==> config.mk <==
export PLATFORM = sky130hd
export DESIGN_NAME = backscatter_mod_mc
export DESIGN_NICKNAME = d
export VERILOG_FILES = /design/src/rtl/bsc_pkg.sv /design/src/rtl/bsc_channel.sv /design/src/rtl/backscatter_mod_mc.sv
export SDC_FILE = /design/constraint.sdc
export NUM_CORES = 1
export LEC_CHECK = 0
export CAP_MARGIN = 30
export CORE_MARGIN = 3
export CORE_UTILIZATION = 37
export CTS_CLUSTER_SIZE = 40
export DETAILED_ROUTE_END_ITERATION = 7
export GPL_ROUTABILITY_DRIVEN = 0
export GPL_TIMING_DRIVEN = 0
export MAX_ROUTING_LAYER = met4
export PLACE_DENSITY = 0.58
export SYNTH_ARGS = -nofsm -noshare
export SYNTH_HDL_FRONTEND = slang
export SYNTH_SLANG_ARGS = --single-unit
==> constraint.sdc <==
create_clock -name clk -period 3.5 [get_ports clk]
set_input_delay 0.7 -clock clk [delete_from_list [all_inputs] [get_ports clk]]
set_output_delay 0.7 -clock clk [all_outputs]
set_load 0.05 [all_outputs]
==> src/rtl/bsc_pkg.sv <==
// bsc_pkg: shared channel state encoding and preamble constant for the backscatter modulator.
package bsc_pkg;
  typedef enum logic [1:0] {IDLE, SYNC, SEND} ch_state_t;
  localparam int PRE_LEN = 4;
  localparam logic [PRE_LEN-1:0] PREAMBLE = 4'b1010;
endpackage

==> src/rtl/bsc_channel.sv <==
// bsc_channel: one FSK/OOK backscatter channel (FSM, shifter, bit timer, subcarrier divider).
// Optional BSC_PREAMBLE_EN prepends the 4-bit preamble as a SYNC phase.
module bsc_channel
  import bsc_pkg::*;
#(
  parameter int DIV_W  = 16,
  parameter int DATA_W = 8,
  parameter int BIT_W  = 16
) (
  input  logic              clk,
  input  logic              rst_n,
  input  logic [DIV_W-1:0]  half0,
  input  logic [DIV_W-1:0]  half1,
  input  logic [BIT_W-1:0]  bit_len,
  input  logic              tx_valid,
  input  logic [DATA_W-1:0] tx_data,
  output logic              tx_ready,
  output logic              sig,
  output logic              ctrl
);
`ifdef BSC_PREAMBLE_EN
  localparam int FW = DATA_W + PRE_LEN;
  localparam ch_state_t FIRST = SYNC;
`else
  localparam int FW = DATA_W;
  localparam ch_state_t FIRST = SEND;
`endif
  localparam int IW = $clog2(FW);
  ch_state_t state_q, state_d;
  logic [FW-1:0] sh;
  logic [DIV_W-1:0] h0_q, h1_q, half_cnt, h_act;
  logic [BIT_W-1:0] blen, bit_cnt;
  logic [IW-1:0] bit_idx;
  logic sig_q, bnd;
  assign h_act = sh[FW-1] ? h1_q : h0_q;
  assign bnd = ctrl && (bit_cnt == blen - BIT_W'(1));
  assign tx_ready = (state_q == IDLE);
  assign ctrl = !tx_ready;
  // A zero half-period silences the carrier immediately, even on a bit's first cycle
  assign sig = ctrl & sig_q & (h_act != '0);
  always_comb begin
    state_d = state_q;
    if (tx_ready && tx_valid) state_d = FIRST;
    else if (bnd && state_q == SEND && bit_idx == '0) state_d = IDLE;
`ifdef BSC_PREAMBLE_EN
    else if (bnd && state_q == SYNC && bit_idx == IW'(DATA_W)) state_d = SEND;
`endif
  end
  always_ff @(posedge clk or negedge rst_n)
    if (!rst_n) state_q <= IDLE;
    else state_q <= state_d;
  always_ff @(posedge clk or negedge rst_n) begin
    if (!rst_n) begin
      sh       <= '0;
      h0_q     <= '0;
      h1_q     <= '0;
      blen     <= '0;
      bit_cnt  <= '0;
      half_cnt <= '0;
      bit_idx  <= '0;
      sig_q    <= 1'b0;
    end else if (tx_ready) begin
      bit_cnt  <= '0;
      half_cnt <= '0;
      sig_q    <= 1'b0;
      bit_idx  <= IW'(FW - 1);
      if (tx_valid) begin
`ifdef BSC_PREAMBLE_EN
        sh <= {PREAMBLE, tx_data};
`else
        sh <= tx_data;
`endif
        h0_q <= half0;
        h1_q <= half1;
        blen <= (bit_len == '0) ? BIT_W'(1) : bit_len;
      end
    end else if (bnd) begin
      // Bit boundary: restart the divider but keep sig level (phase-continuous)
      bit_cnt  <= '0;
      half_cnt <= '0;
      bit_idx  <= bit_idx - IW'(1);
      sh       <= sh << 1;
    end else begin
      bit_cnt <= bit_cnt + BIT_W'(1);
      if (h_act == '0) begin
        half_cnt <= '0;
        sig_q    <= 1'b0;
      end else if (half_cnt == h_act - DIV_W'(1)) begin
        half_cnt <= '0;
        sig_q    <= ~sig_q;
      end else half_cnt <= half_cnt + DIV_W'(1);
    end
  end
endmodule

==> src/rtl/backscatter_mod_mc.sv <==
// backscatter_mod_mc: NCH independent backscatter modulator channels plus a shared PWM bias generator.
// Define BSC_PREAMBLE_EN to prepend the 4'b1010 preamble to every frame.
module backscatter_mod_mc
  import bsc_pkg::*;
#(
  parameter int NCH    = 2,
  parameter int DIV_W  = 16,
  parameter int DATA_W = 8,
  parameter int BIT_W  = 16
) (
  input  logic                  clk,
  input  logic                  rst_n,
  input  logic [NCH*DIV_W-1:0]  cfg_half0,
  input  logic [NCH*DIV_W-1:0]  cfg_half1,
  input  logic [NCH*BIT_W-1:0]  cfg_bit_len,
  input  logic [NCH-1:0]        tx_valid,
  input  logic [NCH*DATA_W-1:0] tx_data,
  output logic [NCH-1:0]        tx_ready,
  output logic [NCH-1:0]        sig,
  output logic [NCH-1:0]        ctrl,
  input  logic [DIV_W-1:0]      pwm_period,
  input  logic [DIV_W-1:0]      pwm_duty,
  output logic                  pwm,
  output logic                  busy
);
  logic [DIV_W-1:0] pwm_cnt, per_q;
  for (genvar g = 0; g < NCH; g++) begin : g_ch
    bsc_channel #(.DIV_W(DIV_W), .DATA_W(DATA_W), .BIT_W(BIT_W)) u_ch (
      .clk     (clk),
      .rst_n   (rst_n),
      .half0   (cfg_half0[g*DIV_W +: DIV_W]),
      .half1   (cfg_half1[g*DIV_W +: DIV_W]),
      .bit_len (cfg_bit_len[g*BIT_W +: BIT_W]),
      .tx_valid(tx_valid[g]),
      .tx_data (tx_data[g*DATA_W +: DATA_W]),
      .tx_ready(tx_ready[g]),
      .sig     (sig[g]),
      .ctrl    (ctrl[g])
    );
  end
  assign busy = |ctrl;
  // Period is reloaded only on wrap so a mid-cycle change cannot truncate the current period
  always_ff @(posedge clk or negedge rst_n) begin
    if (!rst_n) begin
      pwm_cnt <= '0;
      per_q   <= '0;
      pwm     <= 1'b0;
    end else begin
      pwm <= (pwm_cnt < pwm_duty);
      if (pwm_cnt == per_q) begin
        pwm_cnt <= '0;
        per_q   <= pwm_period;
      end else pwm_cnt <= pwm_cnt + DIV_W'(1);
    end
  end
endmodule
==> results of run 1 <==
-- per-stage QoR --
stage	hold slack, ns	TNS (ns)	utilization
CTS	0.243	-0.238	0.488
global route	0.278	-0.549	0.494
finish	0.220	-0.307	0.494
detailed placement	0.473	-17.99	0.446
global placement	0.466	-1748.49	0.445
floorplan	0.404	0	-
-- worst max-delay path, delay by kind of cell, from the launching register on --
kind                       cells  cell delay (ns)
and+or+nand+nor                3             0.54
muxes                          1             0.26
adders and majority gates      1             0.18
DFF                            1             0.44
AOI/OAI and AO/OA              2             0.63
buffers and inverters          4             0.47
-- power by group --
| part | internal, W | switching [W] |
|---|---|---|
| combinational | 0.00225 | 0.00183 |
| clock | 0.00194 | 0.00112 |
| sequential | 0.00319 | 0.000846 |
| total | 0.00738 | 0.00379 |
-- Yosys cell counts, types with 12 or more instances --
cell	number	share of area
nor2_1	121	0.036
or4_1	12	0.0072
xor2_1	74	0.051
nor3_1	30	0.012
ha_1	28	0.028
clkbuf_1	28	0.0083
mux2_2	128	0.11
dfrtp_1	219	0.44
nor4_1	21	0.010
nand2_1	57	0.017
and3_1	23	0.011
nand3_1	54	0.021
mux2i_1	34	0.027
inv_1	32	0.0095
xnor2_1	97	0.067
o21ai_0	30	0.012
a21oi_1	14	0.0056
nor2b_1	14	0.0070
nand4_1	17	0.0084
-- how the worst max path moves through the flow --
stage / to / cells after the start / from / slack, ns
6_report: sig[1] / 11 / g_ch[1].u_ch.sh[7]$_DFFE_PN0P_ / -0.25
4_1_cts: sig[1] / 12 / g_ch[1].u_ch.sh[7]$_DFFE_PN0P_ / -0.24
3_5_place_dp: sig[1] / 12 / g_ch[1].u_ch.sh[7]$_DFFE_PN0P_ / -1.16
5_1_grt: sig[1] / 11 / g_ch[1].u_ch.sh[7]$_DFFE_PN0P_ / -0.38
2_1_floorplan: g_ch[0].u_ch.sig_q$_DFFE_PN0P_ / 12 / g_ch[0].u_ch.sh[7]$_DFFE_PN0P_ / 0.07
3_3_place_gp: g_ch[0].u_ch.h0_q[6]$_DFFE_PN0P_ / 1 / rst_n / -7.95
-- registers in the layout, indices dropped and copies added (netlist names) --
signal / flops
g_ch.u_ch.bit_cnt: 32
g_ch.u_ch.bit_idx: 6
g_ch.u_ch.blen: 32
g_ch.u_ch.h0_q: 32
g_ch.u_ch.h1_q: 32
g_ch.u_ch.half_cnt: 32
g_ch.u_ch.sh: 16
g_ch.u_ch.sig_q: 2
g_ch.u_ch.state_q: 2
per_q: 16
pwm: 1
pwm_cnt: 16
-- layer usage --
layer	part of all wire	vias to the layer above	wire (um)
li1	-	4734	-
met5	0	-	0
met2	0.46	193	14700
met3	0.038	51	1220
met4	0.023	0	720
met1	0.48	4827	15400
-- repair_timing --
item	in CTS	in global routing
setup endpoints to repair	47	69
setup buffers	29	15
pin swaps	13	10
resized for setup	57	24
endpoints found under the hold margin	0	0
-- final cells by class --
| class | instances | area share |
|---|---|---|
| clock buffers | 35 | 0.0457 |
| multi-input cells | 903 | 0.426 |
| clock inverters | 15 | 0.0147 |
| inverters | 32 | 0.00736 |
| plain buffers | 45 | 0.0189 |
| well taps | 442 | 0.0339 |
| flip-flops and latches | 219 | 0.336 |
| repair buffers | 199 | 0.117 |
-- cells by family after synthesis --
logic type / count (synthesis) / synth area share
AND/OR/NAND/NOR: 415 / 0.173
flip-flops: 219 / 0.435
multiplexers: 172 / 0.153
XOR/XNOR: 171 / 0.119
AO/OA/AOI/OAI: 117 / 0.0626
buffers and inverters: 83 / 0.0299
adder cells (fa/ha/maj): 28 / 0.0278
==> Flow_metrics.wiki, run 1 <==
{| class="wikitable"
! Metric !! Value
|-
| Mean area per synthesized cell || 10.4 um^2
|-
| Area overhead of the layout relative to synthesis || 29.6%
|-
| Clk_skew || 0.0103 ns
|-
| Startpoint kind of the worst setup timing path || register
|-
| Clock latency at the later pin of the worst-skew pair || 0.54 ns
|-
| Final hold violation count || 0
|-
| Largest net degree at the start of global routing || 114
|-
| Yosys warns || 0
|-
| Number of iterations in the first detailed-routing pass || 5
|-
| Final setup margin || -0.255 ns
|-
| Starting DRC count in detailed routing || 499
|-
| Reg2reg setup slack || -0.05 ns
|-
| CTS HTree Levels || 1
|-
| Number of nets in the finished design || 1603
|-
| Seq. cell area || 5480 um^2
|-
| Hpwl dp || 23.3 mm
|-
| Detailed-route wire length per cell || 16.9 um
|-
| Violations in the final reports || setup timing
|-
| Proportion of synthesized chip area in sequential cells || 0.435
|-
| Unique masters post-synth || 74
|-
| Worst reg2reg path depth || 19
|-
| Outcome || finished with violations
|-
| RSZ-0062 raised after global routing || yes
|-
| Chip height || 190 um
|-
| Antenna-violating nets left || 0
|-
| Std cell rows || 66
|-
| Number of top-level pins || 156
|-
| Cell area after technology mapping || 12600 um^2
|-
| Launching point of the worst reg2reg path || g_ch[0].u_ch.sh[7]$_DFFE_PN0P_
|-
| Syn Inst Count || 1205
|-
| Number of setup violations in the final report || 2
|-
| Horizontal extent of the die || 190 um
|-
| Buffer cell driving the clock tree root || clkbuf_16
|-
| Final period util || 1.07
|-
| Fill count || 3047
|-
| Final max-slew violation count || 0
|-
| Antenna diode instance count || 0
|-
| Number of antenna violations at the first check in global routing || 0
|-
| Clk slew on worst S/H paths || 0.06 ns
|-
| Crit path time final || 3.75 ns
|-
| Global-route wire length before repair || 51.5 mm
|-
| Placed Cells incl. Taps || 1803
|-
| Worst path max stage delay || 0.48 ns
|-
| M3 GR Usage || 0.0232
|-
| Met2 track demand over resource || 0.277
|-
| Total routed wirelength || 32.0 mm
|-
| Maximum number of buffers from clock root to sink || 3
|-
| Starting Density || 0.381
|-
| Die ar. || 36300 um^2
|-
| Arrival time of data at the critical path endpoint || 3.05 ns
|-
| Capture point of the worst reg-to-reg path || g_ch[0].u_ch.sig_q$_DFFE_PN0P_
|-
| Most frequent cells in the layout || dfrtp_1, clkdlybuf4s50_1, mux2_2, nor2_1, xnor2_1
|-
| Largest vdd supply drop || 0.419 mV
|-
| Number of buffers inserted during clock tree synthesis || 27
|-
| Multi-input combinational cell area || 6960 um^2
|-
| Critical path's slowest cell || o41a_1
|-
| Commonest non-fill, non-tap cell in the layout || dfrtp_1
|-
| Worst slew margin || 0.337
|-
| DR vias || 9805
|-
| Worst setup timing slack at the placement stage || -1.16 ns
|-
| Worst hold path class || input pin to asynchronous set/reset pin
|-
| Leakage || 6.73 nW
|-
| Number of port buffers || 155
|-
| Async S/R FF share, synth || 1.00
|-
| Hold bufs inserted after CTS || 0
|-
| Classification of the worst setup path || register to output pin
|-
| Power per cell area || 685 nW/um^2
|-
| Required time of the critical path || 2.80 ns
|-
| Number of nets produced by synthesis || 1381
|-
| Highest-utilization routing layer at the global route stage || met2
|-
| Final Non-Filler Cells || 1890
|-
| Global Route met1 Usage || 0.249
|-
| Post-placement cell area || 14700 um^2
|-
| Average vias per placed instance || 5.19
|-
| Core Footprint || 33000 um^2
|-
| Total number of clock tree sinks || 219
|-
| Transition at the pin with the smallest max-transition slack || 0.986 ns
|-
| Crit path capture type || output pin
|-
| CTS tree || yes
|-
| Count of flip-flops with a built-in enable after synthesis || 0
|-
| Drt drc || 0
|-
| Cell-by-cell listing of the critical path || buf_8, buf_12, mux2i_4, ha_4, nor4b_4, o22ai_2, nand2b_4, o41a_1, nand2_2, inv_2, buf_8
|-
| Max-cap violations || 0
|-
| Finished layout cell area || 16300 um^2
|-
| FF+latch count, synth || 219
|-
| CP most frequent cell || buf_8
|-
| Overflow left after global routing || 0
|-
| Maximum fanout along the worst path || 7
|-
| Number of global-route vias before repair || 9687
|-
| Share of cells above drive strength 1 || 0.204
|-
| Final Total Pwr || 0.0112 W
|-
| Flip-flop cell with the highest count after synthesis || dfrtp_1
|-
| Global routing usage summed across all routing layers || 0.178
|-
| FMAX || 0.266 GHz
|}
Note: power is estimated with default switching activity, not from simulation.
==> run 2, diff against run 1 <==
Settings changed: ABC_CLOCK_PERIOD_IN_PS set to 3500.
==> results of run 2 <==
The final DEF is identical to that of run 1; final timing and power are the same.
